### config.mk
export PLATFORM = sky130hd
export DESIGN_NAME = random_note_spawner
export DESIGN_NICKNAME = d
export VERILOG_FILES = /design/src/rtl/music_game_pkg.sv /design/src/rtl/sync_fifo.sv /design/src/rtl/random_note_spawner.sv
export SDC_FILE = /design/constraint.sdc
export NUM_CORES = 1
export LEC_CHECK = 0
export CORE_ASPECT_RATIO = 0.5
export CORE_MARGIN = 2
export CORE_UTILIZATION = 45
export CTS_BUF_LIST = sky130_fd_sc_hd__clkbuf_4 sky130_fd_sc_hd__clkbuf_8
export DETAILED_ROUTE_END_ITERATION = 8
export PLACE_DENSITY = 0.66
export SYNTH_ARGS = -nofsm -noshare
export SYNTH_HDL_FRONTEND = slang
export SYNTH_SLANG_ARGS = --single-unit
### constraint.sdc
create_clock -name clk -period 9.25 [get_ports clk]
set_input_delay 1.3875 -clock clk [delete_from_list [all_inputs] [get_ports clk]]
set_output_delay 1.3875 -clock clk [all_outputs]
set_load 0.03 [all_outputs]
### src/rtl/music_game_pkg.sv
// Shared types for the note game: column geometry, spawner FSM states and the
// spawn event record carried through the spawn queue.
package music_game_pkg;

   localparam int unsigned NUM_COLS = 4;
   localparam int unsigned COL_W    = 2;
   localparam int unsigned ID_W     = 8;
   localparam int unsigned EVT_W    = COL_W + ID_W;

   typedef enum logic [1:0] {
      ST_IDLE  = 2'd0,
      ST_RUN   = 2'd1,
      ST_DRAIN = 2'd2
   } spawn_state_e;

   typedef struct packed {
      logic [COL_W-1:0] col;
      logic [ID_W-1:0]  id;
   } spawn_evt_t;

endpackage

### src/rtl/sync_fifo.sv
// Single-clock first-word-fall-through FIFO with synchronous flush.
// A push into a full FIFO is accepted only when a pop happens in the same cycle.
module sync_fifo #(
   parameter int unsigned WIDTH = 10,
   parameter int unsigned DEPTH = 8
) (
   input  logic                         clk,
   input  logic                         rst,
   input  logic                         flush_i,
   input  logic                         push_i,
   input  logic                         pop_i,
   input  logic [WIDTH-1:0]             wdata_i,
   output logic [WIDTH-1:0]             rdata_o,
   output logic                         full_o,
   output logic                         empty_o,
   output logic [$clog2(DEPTH+1)-1:0]   count_o
);

   localparam int unsigned AW = (DEPTH > 1) ? $clog2(DEPTH) : 1;
   localparam int unsigned CW = $clog2(DEPTH + 1);

   logic [WIDTH-1:0] mem_q [DEPTH];
   logic [AW-1:0]    wr_ptr_q;
   logic [AW-1:0]    rd_ptr_q;
   logic [CW-1:0]    count_q;
   logic             do_push;
   logic             do_pop;

   assign empty_o = (count_q == '0);
   assign full_o  = (count_q == CW'(DEPTH));
   assign do_pop  = pop_i && !empty_o;
   assign do_push = push_i && (!full_o || do_pop);
   assign rdata_o = mem_q[rd_ptr_q];
   assign count_o = count_q;

   always_ff @(posedge clk or posedge rst) begin
      if (rst) begin
         for (int i = 0; i < int'(DEPTH); i++) mem_q[i] <= '0;
         wr_ptr_q <= '0;
         rd_ptr_q <= '0;
         count_q  <= '0;
      end else if (flush_i) begin
         wr_ptr_q <= '0;
         rd_ptr_q <= '0;
         count_q  <= '0;
      end else begin
         if (do_push) begin
            mem_q[wr_ptr_q] <= wdata_i;
            wr_ptr_q        <= wr_ptr_q + AW'(1);
         end
         if (do_pop) rd_ptr_q <= rd_ptr_q + AW'(1);
         if (do_push && !do_pop)      count_q <= count_q + CW'(1);
         else if (do_pop && !do_push) count_q <= count_q - CW'(1);
      end
   end

endmodule

### src/rtl/random_note_spawner.sv
// Turns beat ticks into queued note-spawn events in random mode, limiting
// consecutive repeats of the same column and tagging each event with an id.
module random_note_spawner
   import music_game_pkg::*;
#(
   parameter int unsigned FIFO_DEPTH = 8,
   parameter int unsigned MAX_REPEAT = 2
) (
   input  logic                               clk,
   input  logic                               rst,
   input  logic                               enable,
   input  logic                               clear,
   input  logic                               beat_tick,
   input  logic [3:0]                         random_col,
   input  logic                               spawn_ready,
   output logic                               spawn_valid,
   output logic [COL_W-1:0]                   spawn_col,
   output logic [ID_W-1:0]                    spawn_id,
   output logic [$clog2(FIFO_DEPTH+1)-1:0]    fifo_count,
   output logic                               overflow,
   output logic                               busy
);

   localparam int unsigned RUN_W = $clog2(MAX_REPEAT + 1);

   spawn_state_e      state_q, state_d;
   logic [ID_W-1:0]   next_id_q, next_id_d;
   logic              hist_valid_q, hist_valid_d;
   logic [COL_W-1:0]  last_col_q, last_col_d;
   logic [RUN_W-1:0]  run_len_q, run_len_d;
   logic              overflow_q, overflow_d;

   logic              fifo_full, fifo_empty;
   logic [$clog2(FIFO_DEPTH+1)-1:0] count;
   spawn_evt_t        push_evt, head_evt;
   logic              tick_req, push_acc, pop_acc, repeat_hit;
   logic [COL_W-1:0]  raw_col, sel_col;
   logic [RUN_W-1:0]  sel_run;
   logic              unused_col_hi;

   assign raw_col       = random_col[COL_W-1:0];
   assign unused_col_hi = ^random_col[3:2];

   sync_fifo #(
      .WIDTH (EVT_W),
      .DEPTH (FIFO_DEPTH)
   ) u_fifo (
      .clk     (clk),
      .rst     (rst),
      .flush_i (clear),
      .push_i  (push_acc),
      .pop_i   (pop_acc),
      .wdata_i (push_evt),
      .rdata_o (head_evt),
      .full_o  (fifo_full),
      .empty_o (fifo_empty),
      .count_o (count)
   );

   always_ff @(posedge clk or posedge rst) begin
      if (rst) begin
         state_q      <= ST_IDLE;
         next_id_q    <= '0;
         hist_valid_q <= 1'b0;
         last_col_q   <= '0;
         run_len_q    <= '0;
         overflow_q   <= 1'b0;
      end else begin
         state_q      <= state_d;
         next_id_q    <= next_id_d;
         hist_valid_q <= hist_valid_d;
         last_col_q   <= last_col_d;
         run_len_q    <= run_len_d;
         overflow_q   <= overflow_d;
      end
   end

   always_comb begin
      state_d      = state_q;
      next_id_d    = next_id_q;
      hist_valid_d = hist_valid_q;
      last_col_d   = last_col_q;
      run_len_d    = run_len_q;
      overflow_d   = overflow_q;
      sel_col      = raw_col;
      sel_run      = RUN_W'(1);

      pop_acc    = spawn_ready && !fifo_empty && !clear;
      tick_req   = (state_q == ST_RUN) && beat_tick && !clear;
      push_acc   = tick_req && (!fifo_full || pop_acc);
      repeat_hit = hist_valid_q && (raw_col == last_col_q);

      // A column already used MAX_REPEAT times in a row is bumped to its neighbour
      if (repeat_hit && (run_len_q == RUN_W'(MAX_REPEAT))) begin
         sel_col = COL_W'(raw_col + 1'b1);
      end else if (repeat_hit) begin
         sel_run = RUN_W'(run_len_q + 1'b1);
      end

      if (tick_req && !push_acc) overflow_d = 1'b1;
      if (push_acc) begin
         hist_valid_d = 1'b1;
         last_col_d   = sel_col;
         run_len_d    = sel_run;
         next_id_d    = ID_W'(next_id_q + 1'b1);
      end

      unique case (state_q)
         ST_IDLE:  if (enable) state_d = ST_RUN;
         ST_RUN:   if (!enable) state_d = fifo_empty ? ST_IDLE : ST_DRAIN;
         ST_DRAIN: begin
            if (enable)          state_d = ST_RUN;
            else if (fifo_empty) state_d = ST_IDLE;
         end
         default:  state_d = ST_IDLE;
      endcase

      if (clear) begin
         state_d      = ST_IDLE;
         next_id_d    = '0;
         hist_valid_d = 1'b0;
         last_col_d   = '0;
         run_len_d    = '0;
         overflow_d   = 1'b0;
      end
   end

   assign push_evt.col = sel_col;
   assign push_evt.id  = next_id_q;

   assign spawn_valid = !fifo_empty;
   assign spawn_col   = head_evt.col;
   assign spawn_id    = head_evt.id;
   assign fifo_count  = count;
   assign overflow    = overflow_q;
   assign busy        = (state_q != ST_IDLE);

endmodule

==> metrics <==
PostCTS Resize Cnt 0; number of synthesized flops with an enable pin 0; dominant cells by area after synthesis dfrtp_1 (51%), mux2_2 (12%), mux4_2 (8.7%); Post-Syn Area 5180 um2; Die ar. 12,400 um2; GRT Resource Usage Total 18.8%; fin util 51.5%; Die Wd 156 um; layout cells sized above 1 28.9%; Worst Clk Skew 0.0117 ns; drt wl/cell 18.7 um; Worst Tran Pin Value 1.03 ns; 1st-iter DRT viols 150; synthesized area per cell 12.9 um2; status finished clean; CP Capture Type register; first-pass GRT wire length 17.4 mm; hold bufs inserted after CTS 0; Worst-Skew Late Latency 0.37 ns; vias post-DR 3,179; Seq/Total Area, Yosys 51.2%; Hold WC Path Type reg2reg; clock-pin slew on the worst setup and hold paths 0.10 ns; drt drc 0; drt via density 5.65; vias in the first global route 3,217; Synth cell types 50; GPL Wtd Cong 0.809; n_diodes 0; TNS Setup 0 ns; cts bufs inserted 9; area of the core 11,100 um2; worst hold slack 0.486 ns; Total Wirelength 10.5 mm; max frequency 0.240 GHz; port buffer count 24; commonest non-fill, non-tap cell in the layout dfrtp_1; first-pass detailed-route iteration total 4; Cell Pwr Density 194 nW/um2; most frequent cells in the layout dfrtp_1 (106), mux2_2 (56), nand2_1 (29); Setup Viol. Count Final 0; CTS H-tree depth 3; Synth Instances 401; Final min period 4.16 ns; RSZ-0062 raised after global routing false; ys flop type dfrtp_1; WP data required 9.50 ns; RR Startpoint state_q[1]$_DFFE_PP0P_; crit start category primary input; clock root buffer clkbuf_8; final instance area 5730 um2; Static Leak 2.56 nW; dpl cell area 5540 um2; row cnt 27; Synth area leader dfrtp_1; Final nets 430; top-level port count 27; CP Max Fanout 21; critical path arrival 4.41 ns; Post-Syn Nets 418; Final Slew Violations 0; Async SR Flop Fraction 100%; Post-CTS Setup Bufs 0; register bit total from synthesis 106; Area Growth Syn to Fin 10.5%; Die Span Y 79.9 um; CTS tree built; Rel. slew slack 31.3%; HP Start u_fifo.mem_q[19]$_DFFE_PP0P_; total gr overflow 0; starting density of the core 46.6%; initial antenna violation count 0; peak supply drop 0.149 mV; post-route ant nets 0; Ys Warns 0; Setup Crit Path Kind in2reg; post-synth top area share 51.2%; clock tree buffer depth 2; DP HPWL 6.58 mm; Worst Setup SP clear; period utilization 45.0%; clock sinks 106; max_cap viols 0; final hold violations 0; largest net degree at the start of global routing 62
routing by layer:
metal	share of wire, %	wire length, um	GRT usage [%]	vias to the layer above
li1	-	-	-	1477
met4	1.7	178	6.33	0
met1	52	5420	27.1	1641
met2	44	4590	28.2	49
met5	0	0	0	-
met3	3.1	321	4.29	12
cells in the mapped netlist, types with 3 or more instances:
cell,n
clkbuf_1,13
o21ai_0,21
nand2b_1,3
nand3_1,12
xor2_1,3
nor2_1,17
ha_1,6
mux2_2,56
nand2_1,29
buf_1,3
a21o_1,4
buf_2,9
xnor2_1,5
and3_1,3
a21oi_1,18
mux2_4,12
nor3_1,6
inv_1,10
dfrtp_1,106
mux2i_1,6
mux4_2,20
area by class of cell:
type | instances | area, um2
repair buffers | 30 | 285
clock buffers | 11 | 139
fillers | 957 | 5390
inverters | 10 | 40.0
multi-input cells | 256 | 2380
flip-flops and latches | 106 | 2650
clock inverters | 5 | 55.1
well taps | 145 | 181
through the flow:
step | total power (W) | setup WS, ns | std cells
5_1_grt | 0.00117 | 4.78 | 563
3_3_place_gp | 0.000832 | 4.65 | 547
3_5_place_dp | 0.000837 | 4.64 | 547
6_report | 0.00111 | 5.09 | 563
2_1_floorplan | 0.000745 | 5.07 | 401
4_1_cts | 0.00112 | 5.05 | 563
kinds of logic (layout without fill, tap and decap cells):
family	Yosys count	count (layout)	synth area share, %
AOI/OAI and AO/OA	61	61	8.09
xor gates and xnor gates	8	8	1.35
adders and majority gates	7	7	1.83
buffers and inverters	39	56	3.48
DFF	106	106	51.2
muxes	96	96	25.9
and+or+nand+nor	84	84	8.16
critical path, stage by stage:
cell and delay, ns:
clkdlybuf4s50_1 0.80, nand4bb_1 0.75, a21oi_1 0.34, nand2_1 0.16, ha_1 0.35, a21oi_1 0.17, and3_1 0.19, mux2i_1 0.18
nand3_1 0.08
state kept, by name, summed over array words and instances (netlist names):
signal and count:
u_fifo.count_o 4, last_col_q 2, u_fifo.wr_ptr_q 3, overflow 1, u_fifo.rd_ptr_q 3, run_len_q 2
hist_valid_q 1, next_id_q 8, u_fifo.mem_q 80, state_q 2
path summary, 6_finish.rpt:
check,slack [ns],to,cells after the start
hold reg to reg,0.49,u_fifo.mem_q[19]$_DFFE_PP0P_,2
min in group asynchronous,1.51,u_fifo.mem_q[33]$_DFFE_PP0P_,2
setup reg to reg,6.66,u_fifo.count_o[3]$_DFFE_PP0P_,8
hold / removal,0.49,u_fifo.mem_q[19]$_DFFE_PP0P_,2
setup / recovery,5.09,u_fifo.count_o[3]$_DFFE_PP0P_,9
max in group asynchronous,6.66,u_fifo.wr_ptr_q[0]$_DFFE_PP0P_,3
power breakdown:
group | switching, W | total, W | leakage, nW | internal [W]
sequential | 0.0000331 | 0.000519 | 1.47 | 0.000486
combinational | 0.000171 | 0.000306 | 0.999 | 0.000135
clock | 0.000153 | 0.000284 | 0.0962 | 0.000130
total | 0.000358 | 0.00111 | 2.56 | 0.000751
Note: power is estimated with default switching activity, not from simulation.
